[config.mk]
export PLATFORM = sky130hd
export DESIGN_NAME = vga_bounce_renderer
export DESIGN_NICKNAME = d
export VERILOG_FILES = /design/src/rtl/vga_pkg.sv /design/src/rtl/vga_box_mover.sv /design/src/rtl/vga_bounce_renderer.sv
export SDC_FILE = /design/constraint.sdc
export NUM_CORES = 1
export LEC_CHECK = 0
export BUFFER_PORTS_ARGS = -buffer_cell sky130_fd_sc_hd__clkbuf_2
export CAP_MARGIN = 5
export CORE_MARGIN = 4
export CORE_UTILIZATION = 55
export DETAILED_ROUTE_END_ITERATION = 8
export PLACE_DENSITY = 0.8
export SLEW_MARGIN = 30
export SYNTH_ARGS = -nofsm -noshare
export SYNTH_HDL_FRONTEND = slang
export SYNTH_SLANG_ARGS = --single-unit
[constraint.sdc]
create_clock -name vga_clk_in -period 7.2 [get_ports vga_clk_in]
set_clock_uncertainty 0.1 [all_clocks]
set_input_delay 0.72 -clock vga_clk_in [delete_from_list [all_inputs] [get_ports vga_clk_in]]
set_output_delay 0.72 -clock vga_clk_in [all_outputs]
set_load 0.02 [all_outputs]
[src/rtl/vga_pkg.sv]
// Shared display constants and types for the VGA pixel pipeline.
package vga_pkg;
    localparam int H_DISPLAY = 640;
    localparam int V_DISPLAY = 480;

    typedef enum logic [1:0] {
        MODE_BOX     = 2'd0,
        MODE_BARS    = 2'd1,
        MODE_CHECKER = 2'd2,
        MODE_SOLID   = 2'd3
    } mode_t;

    typedef struct packed {
        logic [3:0] r;
        logic [3:0] g;
        logic [3:0] b;
    } rgb_t;
endpackage

[src/rtl/vga_box_mover.sv]
// Per-frame box position update; each axis steps and bounces off the visible edges.
module vga_box_mover #(
    parameter int H_DISPLAY = vga_pkg::H_DISPLAY,
    parameter int V_DISPLAY = vga_pkg::V_DISPLAY,
    parameter int BOX_SIZE  = 32,
    parameter int BOX_STEP  = 2
) (
    input  logic        clk,
    input  logic        reset,
    input  logic        tick,
    output logic [10:0] box_x,
    output logic [9:0]  box_y
);
    localparam logic [11:0] SIZE12 = 12'(BOX_SIZE);
    localparam logic [11:0] STEP12 = 12'(BOX_STEP);
    localparam logic [11:0] H12    = 12'(H_DISPLAY);
    localparam logic [11:0] V12    = 12'(V_DISPLAY);

    logic        dir_x, dir_y;
    logic [11:0] next_x, next_y;
    logic        next_dx, next_dy;

    // Returns {dir, pos}; 12-bit math leaves headroom so the edge test never wraps.
    function automatic logic [12:0] next_axis(input logic [11:0] pos, input logic dir,
                                              input logic [11:0] lim);
        logic [11:0] p;
        logic        d;
        if (dir) begin
            if (pos + SIZE12 + STEP12 > lim) begin
                p = lim - SIZE12;
                d = 1'b0;
            end else begin
                p = pos + STEP12;
                d = 1'b1;
            end
        end else begin
            if (pos < STEP12) begin
                p = '0;
                d = 1'b1;
            end else begin
                p = pos - STEP12;
                d = 1'b0;
            end
        end
        return {d, p};
    endfunction

    always_comb begin
        {next_dx, next_x} = next_axis({1'b0, box_x}, dir_x, H12);
        {next_dy, next_y} = next_axis({2'b0, box_y}, dir_y, V12);
    end

    always_ff @(posedge clk) begin
        if (reset) begin
            box_x <= '0;
            box_y <= '0;
            dir_x <= 1'b1;
            dir_y <= 1'b1;
        end else if (tick) begin
            box_x <= next_x[10:0];
            box_y <= next_y[9:0];
            dir_x <= next_dx;
            dir_y <= next_dy;
        end
    end
endmodule

[src/rtl/vga_bounce_renderer.sv]
// Two-stage pixel renderer: pattern + bouncing box, with syncs delayed to match.
module vga_bounce_renderer #(
    parameter int H_DISPLAY = vga_pkg::H_DISPLAY,
    parameter int V_DISPLAY = vga_pkg::V_DISPLAY,
    parameter int BOX_SIZE  = 32,
    parameter int BOX_STEP  = 2
) (
    input  logic        vga_clk_in,
    input  logic        reset_in,
    input  logic        h_sync_in,
    input  logic        v_sync_in,
    input  logic        display_on_in,
    input  logic [10:0] pixel_x_in,
    input  logic [9:0]  pixel_y_in,
    input  logic [1:0]  mode_in,
    output logic        h_sync_out,
    output logic        v_sync_out,
    output logic [3:0]  red_out,
    output logic [3:0]  green_out,
    output logic [3:0]  blue_out,
    output logic        frame_tick_out
);
    import vga_pkg::*;

    localparam logic [11:0] SIZE12 = 12'(BOX_SIZE);
    localparam int          BAR_W  = H_DISPLAY / 8;

    logic        vs_prev, tick;
    mode_t       mode_q;
    logic [10:0] box_x;
    logic [9:0]  box_y;

    assign tick = vs_prev & ~v_sync_in;

    vga_box_mover #(
        .H_DISPLAY(H_DISPLAY), .V_DISPLAY(V_DISPLAY),
        .BOX_SIZE(BOX_SIZE),   .BOX_STEP(BOX_STEP)
    ) u_mover (
        .clk(vga_clk_in), .reset(reset_in), .tick(tick),
        .box_x(box_x), .box_y(box_y)
    );

    always_ff @(posedge vga_clk_in) begin
        if (reset_in) begin
            vs_prev        <= 1'b1;
            frame_tick_out <= 1'b0;
            mode_q         <= MODE_BOX;
        end else begin
            vs_prev        <= v_sync_in;
            frame_tick_out <= tick;
            if (tick) mode_q <= mode_t'(mode_in);
        end
    end

    // Stage 1: geometry decode
    logic [11:0] x12, y12, bx12, by12;
    logic        in_box_c;
    logic [2:0]  bar_c;

    always_comb begin
        x12      = {1'b0, pixel_x_in};
        y12      = {2'b0, pixel_y_in};
        bx12     = {1'b0, box_x};
        by12     = {2'b0, box_y};
        in_box_c = (x12 >= bx12) && (x12 < bx12 + SIZE12) &&
                   (y12 >= by12) && (y12 < by12 + SIZE12);
        // Comparator chain instead of x / BAR_W
        bar_c = '0;
        for (int k = 1; k < 8; k++)
            if (x12 >= 12'(k * BAR_W)) bar_c = 3'(k);
    end

    logic       s1_on, s1_hs, s1_vs, s1_in_box, s1_checker;
    logic [2:0] s1_bar;

    always_ff @(posedge vga_clk_in) begin
        if (reset_in) begin
            s1_on      <= 1'b0;
            s1_hs      <= 1'b1;
            s1_vs      <= 1'b1;
            s1_in_box  <= 1'b0;
            s1_checker <= 1'b0;
            s1_bar     <= '0;
        end else begin
            s1_on      <= display_on_in;
            s1_hs      <= h_sync_in;
            s1_vs      <= v_sync_in;
            s1_in_box  <= in_box_c;
            s1_checker <= pixel_x_in[5] ^ pixel_y_in[5];
            s1_bar     <= bar_c;
        end
    end

    // Stage 2: colour select
    rgb_t col, rgb_q;

    always_comb begin
        col = '0;
        if (!s1_on)
            col = '0;
        else if (mode_q == MODE_SOLID)
            col = rgb_t'(12'h00F);
        else if (s1_in_box)
            col = rgb_t'(12'hFFF);
        else begin
            case (mode_q)
                MODE_BARS:    col = '{r: {4{s1_bar[2]}}, g: {4{s1_bar[1]}}, b: {4{s1_bar[0]}}};
                MODE_CHECKER: col = s1_checker ? rgb_t'(12'h888) : rgb_t'(12'h222);
                default:      col = '0;
            endcase
        end
    end

    always_ff @(posedge vga_clk_in) begin
        if (reset_in) begin
            h_sync_out <= 1'b1;
            v_sync_out <= 1'b1;
            rgb_q      <= '0;
        end else begin
            h_sync_out <= s1_hs;
            v_sync_out <= s1_vs;
            rgb_q      <= col;
        end
    end

    assign red_out   = rgb_q.r;
    assign green_out = rgb_q.g;
    assign blue_out  = rgb_q.b;
endmodule

* Yosys cells after proc, flatten, opt, wreduce, memory -nomap -nowiden
Cells that the tools add are included.
** Cells by class
- Add/subtract/negate cells :: 8
- Equal/unequal tests :: 3
- Multiplexer cells :: 23
- $lt $le $gt $ge :: 15
- Bitwise gates (word level) :: 4
- Reduce and logical (&&, ||, !) cells :: 5
** Operators with widths (count)
- $ge A11 B9 Y1 const B :: 3
- $mux W11 :: 3
- $mux W10 :: 3
- $add A12 B2 Y12 const B :: 2
- $mux W12 :: 2
- $pmux W12 S2 :: 1
- $ge A11 B8 Y1 const B :: 2
- $mux W3 :: 6
- $add A11 B6 Y12 const B :: 1
- $gt A12 B10 Y1 const B :: 1
- $gt A12 B9 Y1 const B :: 1
- $lt A10 B12 Y1 :: 1
- $lt A11 B12 Y1 :: 1
- $add A10 B6 Y11 const B :: 1
- $add A11 B2 Y11 const B :: 1
- $ge A11 B10 Y1 const B :: 1
- $ge A11 B11 Y1 :: 1
- $ge A11 B7 Y1 const B :: 1
- $lt A11 B2 Y1 const B :: 1
- $sub A11 B2 Y11 const B :: 1
- $add A10 B2 Y10 const B :: 1
- $ge A10 B10 Y1 :: 1
- $lt A10 B2 Y1 const B :: 1
- $sub A10 B2 Y10 const B :: 1
- 10 further kinds :: 20
** Word-level totals
- Flip-flop bits (word level) :: 48
- Output and inout port bits :: 15
- Word-level logic and storage cells :: 75

* Longest topological paths before layout
Gate-level depths: netlist of the first run.
- Depth in word-level cells :: 8
- Mapped depth :: 11
- Mapped depth without buffers :: 10

* Cells and area by module
A second synthesis of the first run with hierarchy kept.
** Second synthesis, totals
- Cells, all modules :: 466
- Area, all modules :: 3762.4 µm²
** Modules (own cells, without submodules)
- vga_box_mover :: seq. area each 420.4 µm², times used 1, area each 1950.6 µm², cells an instance 252
- vga_bounce_renderer :: seq. area each 440.4 µm², times used 1, area each 1811.7 µm², cells an instance 214

* Least setup slack after synthesis of the first run
No wires, ideal clock.
- Path kind :: reg-to-reg
- Start :: register u_mover.box_x[6]
- End :: register s1_in_box
- Slack :: 4659 ps
- Arrival time :: 2345 ps
- Cell stages (with the launch flop) :: 10
- Library setup time :: 96 ps
- Buffers on the path :: 1
- Path through :: dfxtp_1 ha_1 clkbuf_8 xnor2_1 ha_1 a21o_1 a2111oi_0 o311ai_0 o221a_2 nor4b_1
** On the way
- Longest elaborated chain between the ends :: 5
- Elaborated cells between the ends (all ways) :: 6
- Those cells by class :: add/sub: 1; order compare: 2; reduce/logical: 3
** Ends and longest elaborated chain
- start: declaration :: line vga_box_mover.sv:11 : output logic [10:0] box_x,
- start signal: assignment :: line vga_box_mover.sv:60 : box_x <= next_x[10:0];
- $add A11 B6 Y12 :: line vga_bounce_renderer.sv:65 : in_box_c = (x12 >= bx12) && (x12 < bx12 + SIZE12) &&
- $lt A11 B12 Y1 :: line vga_bounce_renderer.sv:65
- $logic_and A1 B1 Y1 (*) (2 in a row) :: line vga_bounce_renderer.sv:65
- $logic_and A1 B1 Y1 (*) :: line vga_bounce_renderer.sv:66 : (y12 >= by12) && (y12 < by12 + SIZE12);
- end signal: assignment :: line vga_bounce_renderer.sv:88 : s1_in_box <= in_box_c;
- end: declaration :: line vga_bounce_renderer.sv:73 : logic s1_on, s1_hs, s1_vs, s1_in_box, s1_checker;
Every way passes the cells marked *; elsewhere a longest branch is shown, timed or not.
A chain may end at the register's enable or synchronous reset.

* Worst setup path after layout of the first run
- Start :: register u_mover.box_x[5]
- End :: register u_mover.box_x[3]
** On the way
- Longest elaborated chain between the ends :: 5
- Elaborated cells between the ends (all ways) :: 7
- Those cells by class :: add/sub: 2; order compare: 2; mux: 3
** Ends and longest elaborated chain
- $add A11 B6 Y12 :: line vga_box_mover.sv:29 : if (pos + SIZE12 + STEP12 > lim) begin
- $add A12 B2 Y12 :: line vga_box_mover.sv:29
- $gt A12 B10 Y1 :: line vga_box_mover.sv:29
- $mux W11 :: line vga_box_mover.sv:29
- $mux W11 (*) :: line vga_box_mover.sv:28 : if (dir) begin
Marked as above.

==> impl_metrics.toml, run 1 <==
[status]
status = "finished, final reports clean"

[routing]
wirelength_mm = 9.283
dr_total_vias = 3726
drt_first_pass_iters = 5
routedWlPerCell_microns = 16.17
drt_iter0_drc = 267
ant_nets = 0
viasPerCell = 6.491
drc_errors = 0

[die]
std_cell_rows = 30
dieArea_sq_um = 8338
ios = 43
core_sq_um = 6756
die_y_microns = 91.31
dieWidth_microns = 91.31
initial_core_util_pct = 56.50

[logic_synthesis]
yosysTopAreaCell = "dfxtp_1"
synth_common_cells = "dfxtp_1 (43), ha_1 (42), nand2_1 (42)"
ys_types = 80
async_reset_ff_share_pct = 0
synth_flop_cell = "dfxtp_1"
syn-instance-count = 474
synth-edff-count = 0
ys_seq_elements = 43
syn_area_sq_um = 3817
synth.avg_cell_area_sq_um = 8.054
yosysWarnings = 0
yosysSeqAreaShare_pct = 22.55
synthTopCellsByArea = "dfxtp_1 (23%), ha_1 (14%), nand2_1 (4.1%)"
synth_fp_nets = 544
yosys.area.top_type_share_pct = 22.55
yosysMostFrequentCell = "dfxtp_1"

[global_routing]
top_usage_layer = "met2"
grtUsageMet3_pct = 3.314
grt_max_degree = 38
grt_pass1_wl_mm = 15.84
met2_usage_pct = 38.07
overflow = 0
grtUsageTotal_pct = 22.53
grt_pass1_vias = 3477
grt_use_met1_pct = 29.27
antenna_found_initial = 0

[power]
p_leak_uw = 0.001634
ir_worst_vdd_mv = 0.09045
finalPower_uw = 650.5
power_density_nw_per_um2 = 161.4

[clock_network]
cts_buffers = 5
clk_pin_slew_worst_paths_ns = 0.09
cts-htree-levels = 2
cts_resized = 0
clockBufferDepth = 2
cts_tree = "done"
insertion_delay_ns = 0.30
root_buffer = "clkbuf_8"
hold_buffers = 0
numClockSinks = 43
post-cts-setup-buffers = 0

[setup_path]
crit_type = "reg -> reg"
cp.required_ns = 7.31
regToRegStartpoint = "u_mover.box_x[5]$_SDFFE_PP0P_"
path_buf_inv = 1
slowest_delay_ns = 0.62
crit_end = "u_mover.box_x[3]$_SDFFE_PP0P_"
r2r_end = "u_mover.box_x[3]$_SDFFE_PP0P_"
critPathSlowestCell = "dfxtp_1"
end_kind = "register"
crit_start = "u_mover.box_x[5]$_SDFFE_PP0P_"
cpLargestDelayFamily = "simple AND/OR/NAND/NOR gates"
path_max_fanout = 13
arrival_ns = 3.20
crit_chain = "inv_1 -> ha_1 -> and3b_1 -> nor4b_1 -> o2111ai_1 -> o2bb2ai_2 -> or3_4 -> a2111oi_2"
cp_num_cells = 8
r2r_slack_ns = 4.11
reg2reg_depth = 8
critPathLaunchType = "register"

[placed_design]
io_buffers = 40
routabilityCongestion = 0.8951
hpwl_mm = 6.875
dp_cells = 566

[sta]
tightestPinTransition_ns = 0.5466
period_share_pct = 42.95
setup_tns_ns = 0
fmax_mhz = 323.4
slew_headroom_pct = 63.51
drv_slew = 0
setup_viol_count_final = 0
rsz0062_at_grt = "false"
period_needed_ns = 3.092
finalHoldViolCount = 0

[cells_and_area]
final_cells = 574
final.fill_count = 629
diodes = 0
finish.utilization_pct = 59.67
layout-drive-gt1-share_pct = 15.99
final_net_count = 563
area_delta_synth_final_pct = 5.605

[worst_hold_path]
min-delay-path-class = "reg -> reg"

[flow_run]
max_cap_viol_count = 0
worst reg2reg max path, delay by kind of cell (launching register included):
kind            cells  cell delay (ns)
fa+ha+maj           1             0.47
flops               1             0.62
compound gates      3             0.67
buf+inv             1             0.26
simple gates        3             0.88
final cells by class:
| type | instances | area [sq um] | share of cell area [%] |
|---|---|---|---|
| multi-input combinational | 367 | 2608 | 64.68 |
| clock inverter | 3 | 47.55 | 1.179 |
| sequential | 43 | 860.8 | 21.35 |
| inverter | 33 | 123.9 | 3.073 |
| timing repair buffer | 43 | 222.7 | 5.525 |
| clock buffer | 5 | 68.82 | 1.707 |
| tap | 80 | 100.1 | 2.483 |
cell usage in the layout, fill, tap and decap left out, types with 4 or more instances in the layout:
cell,instances
nor3_1,18
nand2b_1,7
clkbuf_8,5
o21ai_0,29
a211oi_1,6
nor4_1,5
nand3_1,19
nor2b_1,9
nor2_1,24
xnor2_1,13
a21o_1,6
nand4_1,5
or2_2,4
o22ai_1,4
dfxtp_1,43
or4_1,6
o21a_1,6
nand2_1,42
inv_1,30
ha_1,42
clkbuf_2,40
or3_1,5
a21oi_1,27
a31oi_1,9
worst min path at each step:
stage	start	endpoint	slack (ns)	cells past startpoint
5_1_grt	s1_hs$_SDFF_PP1_	h_sync_out$_SDFF_PP1_	0.34	1
3_3_place_gp	s1_hs$_SDFF_PP1_	h_sync_out$_SDFF_PP1_	0.30	1
3_5_place_dp	s1_hs$_SDFF_PP1_	h_sync_out$_SDFF_PP1_	0.30	1
2_1_floorplan	s1_hs$_SDFF_PP1_	h_sync_out$_SDFF_PP1_	0.29	1
4_1_cts	s1_hs$_SDFF_PP1_	h_sync_out$_SDFF_PP1_	0.32	1
6_report	s1_hs$_SDFF_PP1_	h_sync_out$_SDFF_PP1_	0.32	1
power breakdown:
group / switching (uW) / total (uW) / internal [uW] / leakage (uW)
registers: 19.7 / 269 / 250 / 0.000351
logic: 108 / 181 / 72.9 / 0.00122
clock network: 95.2 / 200 / 105 / 0.0000587
total: 222 / 650 / 428 / 0.00163
layer usage:
| layer | vias to the layer above | wire [microns] | share of wire [%] |
|---|---|---|---|
| met4 | 0 | 228 | 2.5 |
| met2 | 147 | 4331 | 47 |
| li1 | 1805 | - | - |
| met3 | 27 | 572 | 6.2 |
| met1 | 1747 | 4150 | 45 |
| met5 | - | 0 | 0 |
through the flow:
step | area [sq um] | hold slack, ns | setup WS (ns)
4_1_cts | 4031 | 0.3246 | 4.118
2_1_floorplan | 3817 | 0.2895 | 4.659
3_3_place_gp | 3915 | 0.2952 | 4.197
3_5_place_dp | 3915 | 0.3016 | 4.134
5_1_grt | 4031 | 0.3358 | 3.845
6_report | 4031 | 0.3223 | 4.108
registers in the layout (all words and copies together) (netlist names):
| name | cells |
|---|---|
| u_mover.box_y | 9 |
| red_out | 3 |
| frame_tick_out | 1 |
| s1_hs | 1 |
| s1_bar | 3 |
| v_sync_out | 1 |
| s1_in_box | 1 |
| u_mover.dir_y | 1 |
| u_mover.box_x | 10 |
| s1_on | 1 |
| blue_out | 3 |
| h_sync_out | 1 |
| u_mover.dir_x | 1 |
| s1_vs | 1 |
| green_out | 3 |
| mode_q | 2 |
| s1_checker | 1 |
kinds of logic after synthesis:
kind of cell               synth area share, %
and+or+nand+nor                          22.98
AOI/OAI and AO/OA                        26.81
buffers and inverters                    9.145
adders and majority gates                14.03
DFF                                      22.55
xor gates and xnor gates                 3.671
muxes                                   0.8194
Note: power is estimated with default switching activity, not from simulation.
==> inputs of run 2 (changes only) <==
CORE_UTILIZATION = 54   (was 55)
PLACE_DENSITY = 0.81   (was 0.8)
clock period = 2.8 ns   (was 7.2 ns; I/O delays follow)
==> impl_metrics.toml, run 2 (synthesis results as in run 1) <==
[status]
status = "finished, final reports clean"

[setup_path]
r2r_slack_ns = 0.16
cpLargestDelayFamily = "compound AO/OA/AOI/OAI gates"
cp_num_cells = 8
critPathSlowestCell = "dfxtp_1"
crit_type = "reg -> reg"
crit_chain = "inv_1 -> ha_1 -> o21a_1 -> o211ai_1 -> a21oi_1 -> a2111oi_0 -> o21ai_0 -> nor4b_1"
arrival_ns = 2.75
critPathLaunchType = "register"
slowest_delay_ns = 0.48
regToRegStartpoint = "u_mover.box_y[1]$_SDFFE_PP0P_"
path_buf_inv = 1
path_max_fanout = 7
reg2reg_depth = 8
cp.required_ns = 2.91
end_kind = "register"
r2r_end = "s1_in_box$_SDFF_PP0_"

[placed_design]
dp_cells = 598
io_buffers = 40
routabilityCongestion = 0.9132
hpwl_mm = 7.215

[routing]
dr_total_vias = 3788
drc_errors = 0
viasPerCell = 6.251
drt_iter0_drc = 355
ant_nets = 0
wirelength_mm = 9.615
drt_first_pass_iters = 5
routedWlPerCell_microns = 15.87

[global_routing]
grt_pass1_wl_mm = 15.78
grt_pass1_vias = 3445
grtUsageTotal_pct = 22.27
overflow = 0
antenna_found_initial = 0
grt_max_degree = 37

[worst_hold_path]
hold_end = "s1_hs$_SDFF_PP1_"
min_from = "h_sync_in"
hold_depth = 2
min-delay-path-class = "in -> reg"

[clock_network]
cts-htree-levels = 2
clockBufferDepth = 2
cts_resized = 0
root_buffer = "clkbuf_8"
clk_pin_slew_worst_paths_ns = 0.10
cts_tree = "done"
hold_buffers = 0
cts_buffers = 5
numClockSinks = 43
insertion_delay_ns = 0.31
post-cts-setup-buffers = 0

[flow_run]
max_cap_viol_count = 0

[power]
ir_worst_vdd_mv = 0.2782
p_leak_uw = 0.001723
power_density_nw_per_um2 = 425.4

[cells_and_area]
final.fill_count = 614
final_net_count = 579
area_delta_synth_final_pct = 10.03
layout-drive-gt1-share_pct = 19.02
final_cells = 606
largest_reg_flops = 10
reg.largest.list = "u_mover.box_x: 10 flops, u_mover.box_y: 9 flops"
final_cell_mix = "nand2_1 (42), dfxtp_1 (42), ha_1 (41)"
diodes = 0
largest-register = "u_mover.box_x"

[die]
dieArea_sq_um = 8479
ios = 43
die_y_microns = 92.08
initial_core_util_pct = 55.88
std_cell_rows = 30
core_sq_um = 6832
dieWidth_microns = 92.08

[sta]
rsz0062_at_grt = "false"
tightestPinTransition_ns = 0.5140
period_share_pct = 94.41
period_needed_ns = 2.643
fmax_mhz = 378.3
setup_viol_count_final = 0
drv_slew = 0
setup_tns_ns = 0
finalHoldViolCount = 0
slew_headroom_pct = 65.68
## run 2: where the power goes
group          total (uW)  leakage (uW)  switching, uW  internal (uW)
registers             684      0.000352           41.4            642
clock network         611     0.0000703            249            362
logic                 492       0.00130            291            201
## run 2: worst max-delay path by stage
stage,from,end,slack (ns)
2_1_floorplan,u_mover.box_x[6]$_SDFFE_PP0P_,s1_in_box$_SDFF_PP0_,0.26
6_report,u_mover.box_y[1]$_SDFFE_PP0P_,s1_in_box$_SDFF_PP0_,0.16
3_3_place_gp,u_mover.box_x[5]$_SDFFE_PP0P_,u_mover.box_x[3]$_SDFFE_PP0P_,0.21
5_1_grt,u_mover.box_x[6]$_SDFFE_PP0P_,u_mover.box_x[3]$_SDFFE_PP0P_,0.00004
4_1_cts,u_mover.box_x[5]$_SDFFE_PP0P_,u_mover.box_x[3]$_SDFFE_PP0P_,0.08
3_5_place_dp,u_mover.box_x[5]$_SDFFE_PP0P_,u_mover.box_x[3]$_SDFFE_PP0P_,0.1
## run 2: metrics by stage
step | hold WS (ns) | instance area [sq um] | power (uW) | util (%) | setup slack, ns
after floorplan | 0.2838 | 3817 | 1054 | - | 0.2590
after global placement | 0.2979 | 4055 | 1154 | 59.36 | 0.2135
after global routing | 0.06211 | 4200 | 1875 | 61.48 | 0.00004019
final | 0.05476 | 4200 | 1787 | 61.48 | 0.1566
after detailed placement | 0.2995 | 4055 | 1176 | 59.36 | 0.09701
after CTS | 0.04692 | 4195 | 1785 | 61.41 | 0.07763
## run 2: final cells by class
class	count	area, sq um	area share [%]
timing repair buffer	59	342.8	8.162
multi-input combinational	367	2611	62.17
inverter	33	123.9	2.949
sequential	43	862.1	20.52
clock buffer	5	68.82	1.638
tap	96	120.1	2.860
clock inverter	3	71.32	1.698
## run 2: per-layer routing
metal	global-route usage, %	wire, microns
met4	6.436	208
met3	3.281	573
met2	38.26	4527
met1	28.84	4306
met5	0	0
==> inputs of run 3 (changes only) <==
CORE_UTILIZATION = 35   (was 54)
PLACE_DENSITY = 0.58   (was 0.81)
==> impl_metrics.toml, run 3 (synthesis results as in run 1) <==
[sta]
holdWs_ns = 0.06037
period_share_pct = 92.62
tightestPinTransition_ns = 0.4965
drv_slew = 0
rsz0062_at_grt = "false"
finalHoldViolCount = 0
setup_viol_count_final = 0
slew_headroom_pct = 66.85
period_needed_ns = 2.593
setup_tns_ns = 0
fmax_mhz = 385.6

[clock_network]
numClockSinks = 43
clk_pin_slew_worst_paths_ns = 0.09
clockBufferDepth = 2
post-cts-setup-buffers = 0
cts-htree-levels = 2
root_buffer = "clkbuf_8"
cts_resized = 0
hold_buffers = 0
cts_buffers = 5
cts_tree = "done"
insertion_delay_ns = 0.30

[cells_and_area]
final_net_count = 582
final_cell_mix = "nand2_1 (42), ha_1 (42), dfxtp_1 (42)"
reg.largest.list = "u_mover.box_x: 10 flops, u_mover.box_y: 9 flops"
largest_reg_flops = 10
largest-register = "u_mover.box_x"
final.fill_count = 1091
multi_input_area_sq_um = 2624
diodes = 0
regArea_sq_um = 862.1
layout-drive-gt1-share_pct = 19.88
area_delta_synth_final_pct = 11.60

[routing]
drt_iter0_drc = 313
ant_nets = 0
wirelength_mm = 10.21
viasPerCell = 5.670
dr_total_vias = 3680
routedWlPerCell_microns = 15.73
drc_errors = 0
drt_first_pass_iters = 7

[setup_path]
cp.required_ns = 2.91
critPathSlowestCell = "a2111oi_1"
critPathLaunchType = "register"
crit_top_cell = "nand3_1"
arrival_ns = 2.70
crit_chain = "buf_4 -> nand3_1 -> xnor2_2 -> ha_1 -> nand3_1 -> a21oi_1 -> a2111oi_1 -> o311ai_1 -> o221a_2 -> nor4b_1"
slowest_delay_ns = 0.43
end_kind = "register"
path_max_fanout = 6
crit_type = "reg -> reg"

[die]
ios = 43
initial_core_util_pct = 36.49
core_sq_um = 10460
dieWidth_microns = 112.4
die_y_microns = 112.4
dieArea_sq_um = 12640
std_cell_rows = 37

[global_routing]
overflow = 0
antenna_found_initial = 0
grt_pass1_vias = 3458
grtUsageTotal_pct = 16.08
grt_max_degree = 37
grt_pass1_wl_mm = 17.06

[power]
ir_worst_vdd_mv = 0.1953
power_density_nw_per_um2 = 399.1
p_leak_uw = 0.001729

[placed_design]
hpwl_mm = 7.883
io_buffers = 40
routabilityCongestion = 0.8590

[flow_run]
max_cap_viol_count = 0

[status]
status = "finished, final reports clean"

[worst_hold_path]
min-delay-path-class = "in -> reg"
-- run 3: critical path: cells and delay by family, from the launching register on --
| family | cells | cell delay (ns) |
|---|---|---|
| DFF | 1 | 0.39 |
| and+or+nand+nor | 3 | 0.49 |
| buffers and inverters | 1 | 0.16 |
| adders and majority gates | 1 | 0.31 |
| AOI/OAI and AO/OA | 4 | 0.85 |
| xor gates and xnor gates | 1 | 0.19 |
-- run 3: final cells by class --
class | instances | area share (%)
sequential | 43 | 20.23
tap | 136 | 3.994
clock inverter | 3 | 1.087
clock buffer | 5 | 1.615
multi-input combinational | 367 | 61.59
inverter | 33 | 2.907
timing repair buffer | 62 | 8.576
-- run 3: power breakdown --
group	internal (uW)	switching [uW]	leakage (uW)
registers	643	40.0	0.000352
logic	206	294	0.00132
clock network	269	248	0.0000548
-- run 3: worst paths after layout --
check | start | end | slack, ns | cells past startpoint
max | u_mover.box_x[6]$_SDFFE_PP0P_ | s1_in_box$_SDFF_PP0_ | 0.21 | 10
max reg2reg | u_mover.box_x[6]$_SDFFE_PP0P_ | s1_in_box$_SDFF_PP0_ | 0.21 | 10
min reg2reg | s1_hs$_SDFF_PP1_ | h_sync_out$_SDFF_PP1_ | 0.32 | 1
min | h_sync_in | s1_hs$_SDFF_PP1_ | 0.06 | 2
-- run 3: per-stage QoR --
| stage | worst slack (ns) | cells | util, % | power (uW) | area [sq um] |
|---|---|---|---|---|---|
| after floorplan | 0.2590 | 474 | - | 1054 | 3817 |
| after global placement | 0.2166 | 641 | 39.45 | 1174 | 4128 |
| after detailed placement | 0.08369 | 641 | 39.45 | 1186 | 4128 |
| after CTS | 0.07267 | 649 | 40.55 | 1709 | 4243 |
| after global routing | 0.01258 | 649 | 40.72 | 1820 | 4260 |
| final | 0.2067 | 649 | 40.72 | 1700 | 4260 |
-- run 3: metal layers --
layer  vias to the layer above  track usage (%)  wire length [microns]
li1                       1835                -                      -
met5                         -                0                      0
met4                         0            4.567                    195
met2                       114            25.90                   4656
met3                        12            2.642                    538
met1                      1719            22.17                   4819
